`src/rtl/obstacle_scheduler_pkg.sv`:
```
// Shared definitions for the obstacle scheduler: state encoding,
// obstacle indices and their one-hot select codes.
package obstacle_scheduler_pkg;

    typedef enum logic [2:0] {
        ST_IDLE     = 3'd0,
        ST_PICK     = 3'd1,
        ST_START    = 3'd2,
        ST_WAIT_ACK = 3'd3,
        ST_RUN      = 3'd4,
        ST_GAP      = 3'd5,
        ST_FINISH   = 3'd6
    } state_e;

    localparam logic [1:0] OBS_VLASER = 2'd0;
    localparam logic [1:0] OBS_HLASER = 2'd1;
    localparam logic [1:0] OBS_RSVD2  = 2'd2;
    localparam logic [1:0] OBS_RSVD3  = 2'd3;

    localparam logic [3:0] SEL_NONE   = 4'b0000;
    localparam logic [3:0] SEL_VLASER = 4'b0001;
    localparam logic [3:0] SEL_HLASER = 4'b0010;
    localparam logic [3:0] SEL_RSVD2  = 4'b0100;
    localparam logic [3:0] SEL_RSVD3  = 4'b1000;

    localparam int CNT_W = 25;

    function automatic logic [3:0] sel_code(input logic [1:0] idx);
        logic [3:0] code;
        code = SEL_NONE;
        unique case (idx)
            OBS_VLASER: code = SEL_VLASER;
            OBS_HLASER: code = SEL_HLASER;
            OBS_RSVD2:  code = SEL_RSVD2;
            OBS_RSVD3:  code = SEL_RSVD3;
            default:    code = SEL_NONE;
        endcase
        return code;
    endfunction

endpackage

```
`src/rtl/obstacle_scheduler_lfsr.sv`:
```
// Free-running 8-bit Fibonacci LFSR, x^8+x^6+x^5+x^4+1.
module obstacle_lfsr #(
    parameter logic [7:0] SEED = 8'hA5
) (
    input  logic       clk,
    input  logic       rst,
    output logic [1:0] rnd
);

    logic [7:0] lfsr_q;
    logic [7:0] lfsr_d;

    always_comb begin
        lfsr_d = {lfsr_q[6:0],
                  lfsr_q[7] ^ lfsr_q[5] ^ lfsr_q[4] ^ lfsr_q[3]};
    end

    always_ff @(posedge clk or posedge rst) begin
        if (rst) begin
            lfsr_q <= SEED;
        end else begin
            lfsr_q <= lfsr_d;
        end
    end

    assign rnd = lfsr_q[1:0];

endmodule

```
`src/rtl/obstacle_scheduler.sv`:
```
// Sequences randomly chosen obstacles through a game of ROUNDS rounds,
// with an ACK timeout and an idle gap between obstacles.
module obstacle_scheduler
    import obstacle_scheduler_pkg::*;
#(
    parameter int unsigned GAP_CYCLES  = 32000000,
    parameter int unsigned ROUNDS      = 8,
    parameter int unsigned ACK_TIMEOUT = 1024,
    parameter logic [7:0]  LFSR_SEED   = 8'hA5
) (
    input  logic       pclk,
    input  logic       rst,
    input  logic       game_on,
    input  logic       menu_on,
    input  logic       play_selected,
    input  logic [3:0] obs_working,
    input  logic [3:0] obs_done,
    output logic [3:0] selected,
    output logic       done_control,
    output logic [5:0] round_cnt,
    output logic       game_won,
    output logic       fault
);

    localparam logic [CNT_W-1:0] GAP_LAST = 25'(GAP_CYCLES - 1);
    localparam logic [CNT_W-1:0] ACK_LAST = 25'(ACK_TIMEOUT - 1);
    localparam logic [5:0]       ROUNDS_C = 6'(ROUNDS);
    localparam logic [5:0]       RND_MAX  = 6'd63;

    state_e           state_q, state_d;
    logic [1:0]       idx_q, idx_d;
    logic [CNT_W-1:0] cnt_q, cnt_d;
    logic [5:0]       round_q, round_d;
    logic [3:0]       sel_q, sel_d;
    logic             dc_q, dc_d;
    logic             won_q, won_d;
    logic             fault_q, fault_d;
    logic [1:0]       rnd;
    logic [1:0]       pick_idx;
    logic             abort;

    obstacle_lfsr #(
        .SEED(LFSR_SEED)
    ) u_lfsr (
        .clk(pclk),
        .rst(rst),
        .rnd(rnd)
    );

    assign abort = menu_on || !play_selected;

    always_comb begin
        state_d = state_q;
        idx_d   = idx_q;
        cnt_d   = cnt_q;
        round_d = round_q;
        fault_d = fault_q;

        // Never pick the same obstacle twice in a row within a game.
        pick_idx = rnd;
        if (pick_idx == idx_q && round_q != 6'd0) begin
            pick_idx = pick_idx + 2'd1;
        end

        unique case (state_q)
            ST_IDLE: begin
                if (game_on && play_selected && !menu_on) begin
                    state_d = ST_PICK;
                end
            end
            ST_PICK: begin
                idx_d   = pick_idx;
                state_d = ST_START;
            end
            ST_START: begin
                cnt_d   = '0;
                state_d = ST_WAIT_ACK;
            end
            ST_WAIT_ACK: begin
                if (obs_working[idx_q]) begin
                    state_d = ST_RUN;
                end else if (cnt_q == ACK_LAST) begin
                    fault_d = 1'b1;
                    state_d = ST_IDLE;
                end else begin
                    cnt_d = cnt_q + 1'b1;
                end
            end
            ST_RUN: begin
                if (obs_done[idx_q]) begin
                    round_d = (round_q == RND_MAX) ? round_q
                                                   : round_q + 6'd1;
                    cnt_d   = '0;
                    state_d = (round_d == ROUNDS_C) ? ST_FINISH : ST_GAP;
                end else if (!obs_working[idx_q]) begin
                    state_d = ST_IDLE;
                end
            end
            ST_GAP: begin
                if (cnt_q == GAP_LAST) begin
                    state_d = ST_PICK;
                end else begin
                    cnt_d = cnt_q + 1'b1;
                end
            end
            ST_FINISH: begin
                if (abort) begin
                    state_d = ST_IDLE;
                end
            end
            default: begin
                state_d = ST_IDLE;
            end
        endcase

        // Leaving the game screen overrides everything in an active game.
        if (abort && state_q != ST_IDLE && state_q != ST_FINISH) begin
            state_d = ST_IDLE;
            idx_d   = idx_q;
            round_d = round_q;
            fault_d = fault_q;
        end

        if (state_d == ST_IDLE && state_q != ST_IDLE) begin
            round_d = '0;
        end

        // Outputs are registered copies of what the next state presents.
        sel_d = SEL_NONE;
        if (state_d inside {ST_START, ST_WAIT_ACK, ST_RUN}) begin
            sel_d = sel_code(idx_d);
        end
        dc_d  = (state_d == ST_START);
        won_d = (state_d == ST_FINISH);
    end

    always_ff @(posedge pclk or posedge rst) begin
        if (rst) begin
            state_q <= ST_IDLE;
            idx_q   <= OBS_VLASER;
            cnt_q   <= '0;
            round_q <= '0;
            sel_q   <= SEL_NONE;
            dc_q    <= 1'b0;
            won_q   <= 1'b0;
            fault_q <= 1'b0;
        end else begin
            state_q <= state_d;
            idx_q   <= idx_d;
            cnt_q   <= cnt_d;
            round_q <= round_d;
            sel_q   <= sel_d;
            dc_q    <= dc_d;
            won_q   <= won_d;
            fault_q <= fault_d;
        end
    end

    assign selected     = sel_q;
    assign done_control = dc_q;
    assign round_cnt    = round_q;
    assign game_won     = won_q;
    assign fault        = fault_q;

endmodule

```
`config.mk`:
```
export PLATFORM = sky130hd
export DESIGN_NAME = obstacle_scheduler
export DESIGN_NICKNAME = d
export VERILOG_FILES = /design/src/rtl/obstacle_scheduler_pkg.sv /design/src/rtl/obstacle_scheduler_lfsr.sv /design/src/rtl/obstacle_scheduler.sv
export SDC_FILE = /design/constraint.sdc
export NUM_CORES = 1
export LEC_CHECK = 0
export BUFFER_PORTS_ARGS = -buffer_cell sky130_fd_sc_hd__buf_2
export CAP_MARGIN = 20
export CORE_ASPECT_RATIO = 0.7
export CORE_MARGIN = 2
export CORE_UTILIZATION = 59
export DETAILED_ROUTE_END_ITERATION = 10
export PLACE_DENSITY = 0.79
export SETUP_SLACK_MARGIN = 0.3
export SLEW_MARGIN = 20
export SYNTH_ARGS = -nofsm -noshare
export SYNTH_HDL_FRONTEND = slang
export SYNTH_SLANG_ARGS = --single-unit
```
`constraint.sdc`:
```
create_clock -name pclk -period 2.7 [get_ports pclk]
set_input_delay 0.27 -clock pclk [delete_from_list [all_inputs] [get_ports pclk]]
set_output_delay 0.27 -clock pclk [all_outputs]
set_load 0.1 [all_outputs]
```
==> reports/summary.md, run 1 <==
The run finished, with violations left. Along the worst path, the maximum fanout reaches 6. Sequential cells were found to cover 46.1% of the synthesized design area.

The clock-pin slew reported for the worst setup and hold paths after clock tree synthesis is 100 ps, and the combinational share of power is 26.9%. In this run the remaining antenna-violating nets after routing total 0. In this run, distinct cell masters in the synthesized netlist total 52.

The number of enable flip-flop cells after synthesis came out at 0. The tree built by TritonCTS fans out to 51 sinks. Critical path capture point type: a flop. The total stage count of the critical path works out to 8. The worst slack on hold paths came out at -11.8 ps.

The number of cell instances on the worst register-to-register path works out to 8. The count of filler cells inserted in the layout was 327; the aggregate negative setup slack was 0 ps. In this run switching power makes up 34.8% of total power. After detailed routing, the total wire length is 6.04 mm.

Worst voltage drop across the vdd grid: 0.000469 V. After layout, the worst path uses 84.8% of the clock period. The final reports fail on negative hold slack. Before antenna repair, the detailed router went through 4 iterations. The delay of the slowest cell on the worst path was 430 ps.

The logs give 0 for the number of max-slew violations in the final report and 0.870 for the global placement routability congestion. The slowest stage of the critical path belongs to the cell dfrtp_1. The type of the most critical hold path was input pin to async pin.

The floorplan step set the die width to 86.0 um. On the critical path the largest part of the delay comes from compound AO/OA/AOI/OAI gates. For this design the top-level I/O count stands at 26. The run gives 0 as the antenna diode count. The tools report the count of routing violations after the opening detailed-route iteration as 228. The number of global-route vias before repair came out at 1942. Relative to the synthesized area, the layout overhead comes to 13.3%.

Headroom to the max-slew limit came out at 61.1%. The finished layout cell area was 0.00315 mm^2; the actual transition at the worst max-transition pin was 583 ps. The total buffers and inverters traversed by the critical path is 1.

The critical path class was flop to flop. The area after detailed placement is 0.00298 mm^2. The fraction of final layout cells sized beyond drive strength 1 was 22.0%. Max-cap violations in this run came to 0. The power density normalized to cell area is 626 mW/mm^2, and the remaining design rule violation count is 0.

The logs give 410 ps for the slack of the worst reg-to-reg path and 437 MHz for the fmax. Dividing the synthesized area by the synthesized cell count gives 9.51 um^2. Of all flip-flops after synthesis, the portion carrying an async set or reset was 100%.

The tools report the initial antenna violation count as 0. Across every metal layer, demand over resource in global routing totals 23.8%. After floorplanning, the core was sized to cover 0.00443 mm^2. The number of buffers inserted during clock tree synthesis is 5, and the maximum number of pins on one net before global-route repair is 26. The via count is 2246, and the level count of the clock H-tree is 2. The worst register-to-register path ends at round_cnt[4]. In the final routed layout, each cell accounts on average for 16.2 um.

Synthesis produced a netlist with a net count of 308. Port buffering added 25 buffers. The internal portion of total power came out at 0.00129 W. The CTS root buffer was clkbuf_8. In the routed layout, each cell is associated on average with a via count of 6.02. STA puts the critical path data arrival time at 2480 ps. After synthesis, the largest area contributor takes up 42.3% of total cell area. For this design the static power due to leakage is 1.44 nW. Setup violations remaining at the end of the flow were counted as 0. At the worst endpoint, the required time is 2890 ps. Buffers inserted to repair hold after CTS numbered 0. The cell area that synthesis handed to floorplanning was 0.00278 mm^2. STA classifies the critical path startpoint as a flop.

Measured on the finished design, the core utilization comes to 71.1%. Row generation in the floorplan step produced 20 rows. On the final layout, the worst clock skew is 10.3 ps. The critical path goes through and4_1 > nand4_1 > o31ai_2 > o311a_1 > o22ai_2 > nor4_4 > buf_4 > a211oi_1. The main flop type after synthesis was dfrtp_1. The critical path capture point was round_cnt[4].

For the number of synthesis warnings, the log shows 0. In this run the critical register-to-register path is launched from cnt_q[3]. The share of power burned in registers was 44.3%; the post-synthesis cell count was 292. The die covers 0.00528 mm^2.

For the total number of nets in the final design, the log shows 333. The tools report the maximum buffer depth of the clock tree as 2. For the clock insertion delay at the later pin of the skew report, the log shows 310 ps. The sequential cells in the finished layout cover a total of 0.00129 mm^2. Sorting the synthesized cells by how often they occur yields dfrtp_1, nor2_1, nand2_1.

The synthesized design contains 51 register bits. For this design the total switching power over the nets is 0.000685 W. The dominant cell by count in the synthesized netlist was dfrtp_1.

The share of total power in the clock network is 28.8%. The wire-length estimate of the detail-placed layout is 4.28 mm. The starting utilization of the core area is 62.7%. The multi-input logic area is 0.00144 mm^2, and the number of hold violations in the final report is 20. For this run the aggregate overflow at the end of global routing stands at 0. The run gives 9.63 mm as the global-route wire length before repair. After synthesis, the cell types taking the most area are dfrtp_1, xor2_1, nor2_1, dfstp_2, nand2_1. For the finished layout, the period the worst path requires is 2290 ps. Setup repair after global routing could not meet its margin everywhere. From bottom edge to top edge, the die measures 61.4 um. The biggest area consumer among synthesized cells was dfrtp_1. Launching instance or port of the critical path: cnt_q[3]. TritonCTS built the clock tree.
==> area by class of cell <==
| cell class | count | area share [%] |
|---|---|---|
| tap | 55 | 2.19 |
| clock inverter | 2 | 1.23 |
| inverter | 12 | 1.43 |
| timing repair buffer | 33 | 5.88 |
| clock buffer | 6 | 2.62 |
| sequential | 51 | 40.9 |
| multi-input combinational | 214 | 45.7 |
==> routing by layer <==
layer  routed length, um  vias to the layer above  global-route usage (%)  part of all wire (%)
li1                    -                     1092                       -                     -
met4                  27                        0                    4.54                  0.45
met2                2580                       59                    32.2                    43
met5                   0                        -                       0                     0
met3                 361                        5                    5.63                   6.0
met1                3080                     1090                    38.6                    51
==> cells in the final DEF, fill, tap and decap left out, types with 3 or more instances in the layout <==
cell      netlist  layout
mux2i_1         3       3
and4_1          8       8
nand3_1        14      14
xnor2_1         4       4
nor3_1         10       8
xor2_1         22      22
inv_1          11       9
dfrtp_1        47      41
nor2_1         31      31
nand2_1        24      24
dfrtp_2         0       6
and3_1         11      11
o21ai_0        13      12
a21oi_1        10      10
buf_4           0       8
or3_1           5       5
dfstp_2         4       4
clkbuf_8        0       6
and2_1          4       4
inv_2           1       3
buf_2           8      25
nand4_1        13      13
==> power by group through the flow <==
stage               logic [W]  registers, W  clock network, W
floorplan            0.000370      0.000892                 0
global placement     0.000489      0.000876                 0
detailed placement   0.000495      0.000879                 0
CTS                  0.000497      0.000865          0.000571
global route         0.000573      0.000879          0.000595
finish               0.000531      0.000873          0.000567
==> state kept, by name (all words and copies together), names as in the netlist <==
name and cells:
cnt_q 25, done_control 1, fault 1, game_won 1, idx_q 2, round_cnt 6, selected 4, state_q 3
u_lfsr.lfsr_q 8
==> timing repair <==
| action | CTS | global route |
|---|---|---|
| endpoints found under the setup margin | 0 | 12 |
| setup buffers | 0 | 1 |
| resized for setup | 0 | 9 |
==> logic make-up after synthesis <==
| family | synth area share, % |
|---|---|
| xor+xnor | 8.20 |
| flops | 46.1 |
| mux | 2.70 |
| buf+inv | 4.01 |
| compound gates | 11.9 |
| simple gates | 25.7 |
| fa+ha+maj | 1.35 |
==> per-stage QoR <==
step / std cells / total power (W) / setup WS (ps)
finish: 373 / 0.00197 / 411
global route: 373 / 0.00205 / 273
CTS: 372 / 0.00193 / 355
detailed placement: 364 / 0.00137 / 374
global placement: 364 / 0.00136 / 468
floorplan: 292 / 0.00126 / 320
==> worst min path at each step <==
stage / startpoint / end / slack, ps / cells after the start
finish: rst / cnt_q[1] / -10 / 2
global route: rst / cnt_q[0] / 30 / 2
CTS: rst / u_lfsr.lfsr_q[4] / 6 / 2
detailed placement: rst / u_lfsr.lfsr_q[6] / 340 / 2
global placement: rst / u_lfsr.lfsr_q[4] / 340 / 2
floorplan: u_lfsr.lfsr_q[6] / u_lfsr.lfsr_q[7] / 330 / 0
==> worst register-to-register path: stages (launching register included) <==
cell      delay [ps]
dfrtp_1          430
and4_1           260
nand4_1          260
o31ai_2          350
o311a_1          280
o22ai_2          110
nor4_4           260
buf_4            180
a211oi_1          50
(Power assumes the default switching activity.)
==> run 2: changes to the inputs <==
Settings changed: CORE_UTILIZATION 59 to 53, PLACE_DENSITY 0.79 to 0.75.
Clock period 2.7 ns to 2.1 ns, I/O delays scaled along.
==> run 2 against run 1 <==
  * The flow finishes with violations (negative setup slack)
  * Sequential share of layout area fell by 6.6 points
  * Global-route usage rose by 1.1 points
  * Utilization rose by 1.9 points
  * Worst setup slack got worse by 530 ps
  * Clock skew rose by 1.8 ps
  * Via count rose by 13%
  * Final cell count rose by 18%
  * Sequential cell count did not move
  * Clock power fell by 4.6%
  * Largest cell class unchanged
  * Largest power group unchanged
  * Highest routed layer unchanged
==> reports/summary.md, run 2 (synthesized netlist as in run 1, its figures left out) <==
The register with the most flip-flops in the final layout is cnt_q. The flow ran to the end, but the final reports show violations. Leaving out fill and tap cells, the most frequent cell in the layout is buf_4. In this run the critical register-to-register path is launched from cnt_q[11].

Summing all placed instances gives a cell area of 0.00335 mm^2. The level count of the clock H-tree is 2. Power density normalized to cell area: 686 mW/mm^2.

The total number of nets in the final design is 384, and the worst voltage drop across the vdd grid is 0.000865 V. The required time of the critical path was 2290 ps; the y dimension of the die was 64.6 um. In this run the worst hold path is classified as input pin to async pin. The tools report the number of standard-cell rows in the floorplan as 22. The fmax is 450 MHz. Clock tree synthesis found a total of 51 sinks. The repair_antennas step left the layout with diodes totalling 0.

The logs give 12.1 ps for the final setup skew and 0.00162 W for the internal portion of total power. The design draws 0.00258 W. For this run, design rule violations remaining after detail routing come to 0. For the count of filler cells inserted in the layout, the log shows 358.

Dividing the detail-routed wire length by the instance count gives 16.5 um. Entering global routing, the biggest net connects 24 pins. The register with the most flip-flops in the layout has 25 of them. The final route contains 2549 vias. The run gives 21.0% as the share of total power in the clock network. The critical path capture point type was a flop. Across the run, the number of max-cap violations was 0. Clock-pin slew was measured on the worst setup and hold paths at 100 ps. The layout overhead on the synthesized area is 35.2%, and the number of hold violations in the final report is 0. The tools report the worst slew margin relative to its limit as 67.5%. In this run the horizontal extent of the chip is 90.5 um. The analysis attributes to net switching a power of 0.000953 W. Data arrives at the worst endpoint at 2410 ps. Worst setup slack after layout: -123 ps. TritonCTS built the clock tree. The share of the clock period used by the worst path works out to 106%. The count of port buffers added during placement works out to 25. The critical path class is flop to flop. The count of cells in the finished layout, fillers not included, comes to 441.

In this run, the combinational gates consume 37.2% of the power. Routability-driven placement finished with a final weighted congestion of 0.903. The tools report the clock insertion delay at the later pin of the skew report as 300 ps. Cells with a size suffix above 1 make up 40.1% of the layout.

In this run the worst setup path begins at cnt_q[11]. The maximum buffer depth of the clock tree was 2. Setup repair after global routing could not meet its margin everywhere.

Before antenna repair, the detailed router went through 4 iterations. Actual transition at the worst max-transition pin: 491 ps. The checks that failed: negative setup slack.

Setup violations remaining at the end of the flow were counted as 17. The logs give 26 for the count of boundary I/O pins and 41.8% for the share of power burned in registers. Dividing the detail-routed via count by the number of cells gives 5.78. The number of global-route vias before repair was 2367; the finished layout cell area was 0.00375 mm^2. The count of nets left with antenna violations once routing finished came out at 0. In the final layout, flip-flops and latches occupy 0.00129 mm^2. The number of placed instances, taps included, is 424. Summed over all cells, the static leakage comes to 1.74 nW. Summed over all layers, the routed wires come to 7.30 mm.

For the overall overflow remaining after global route, the log shows 0. The area of the core region was 0.00515 mm^2; the count of routing violations after the opening detailed-route iteration was 230. The cell sitting at the root of the clock tree is a clkbuf_8. The floorplan step defined a die boundary enclosing 0.00585 mm^2. For the detailed-placement wirelength estimate, the log shows 4.85 mm.

After routing, the total negative slack on setup checks comes to -1010 ps. At the end of the flow the core is filled with cells to 72.9%. Of all nets on the critical path, the largest fanout is 6. STA classifies the critical path startpoint as a flop. Multi-input logic area: 0.00165 mm^2. The final critical-path required period works out to 2220 ps. The number of max-slew violations in the final report is 0.

Once the floorplan was initialized, standard cells occupied 54.0% of the core. Leaving out fill and tap cells, the most frequent cells in the layout are buf_4, dfrtp_1, nor2_1, buf_2, xor2_1. The worst register-to-register path has a depth of 8. Initial antenna violation count: 0. The tools report the global-route wire length before repair as 11.5 mm. The switching power as a share of total power works out to 37.0%. Buffers inserted during clock tree synthesis total 5. The global routing usage summed across all routing layers came out at 24.9%.
[run 2: cell types whose count changed in the layout (fill, tap and decap cells not counted), sizes merged]
cell	delta
buf	+50
dlygate4sd3	+1
clkbuf	-1
inv	-1
clkinv	+3
bufinv	-1
[run 2: final timing paths]
kind,endpoint,slack (ps)
min in group pclk,u_lfsr.lfsr_q[7],360
worst min register to register,u_lfsr.lfsr_q[7],360
worst max-delay path,round_cnt[2],-120
worst max register to register,round_cnt[2],-120
max in group asynchronous,round_cnt[4],1190
worst min-delay path,cnt_q[24],340
[run 2: power groups by stage]
stage          registers (W)  logic [W]  clock network, W
6_report             0.00108   0.000958          0.000541
5_1_grt              0.00108    0.00101          0.000583
4_1_cts              0.00107   0.000855          0.000555
3_5_place_dp         0.00108   0.000758                 0
3_3_place_gp         0.00108   0.000751                 0
2_1_floorplan        0.00115   0.000506                 0
[run 2: repair_timing]
item                                   in CTS  in global routing
buffers inserted                            4                  4
pin swaps                                  11                 16
setup endpoints to repair                  38                 40
endpoints found under the hold margin       7                  0
resized for setup                          25                 25
hold buffers                                1                  0
[run 2: critical path, cell delays in order, from the launching register on]
cell      delay, ps
dfrtp_1         400
nor4_2          350
nand3_2         230
nor3_4          230
o221ai_4        140
a31o_4          250
nor4_4          250
buf_4           190
nor3_1           50
[run 2: cell type report]
cell class	count	area share [%]
timing repair buffer	84	15.9
clock inverter	3	0.400
tap	72	2.40
sequential	51	34.3
inverter	12	1.20
multi-input combinational	214	43.9
clock buffer	5	1.83
[run 2: per-layer routing]
metal / vias to the layer above / GRT usage, % / part of all wire [%]
li1: 1195 / - / -
met1: 1239 / 37.3 / 46
met2: 99 / 37.1 / 45
met3: 16 / 4.42 / 6.7
met4: 0 / 7.50 / 1.8
met5: - / 0 / 0
[run 2: stage by stage]
step | worst slack, ps | hold WS (ps)
6_report | -123 | 344
3_5_place_dp | -214 | 121
5_1_grt | -280 | 349
3_3_place_gp | -110 | 120
2_1_floorplan | -179 | 333
4_1_cts | -51.5 | 345
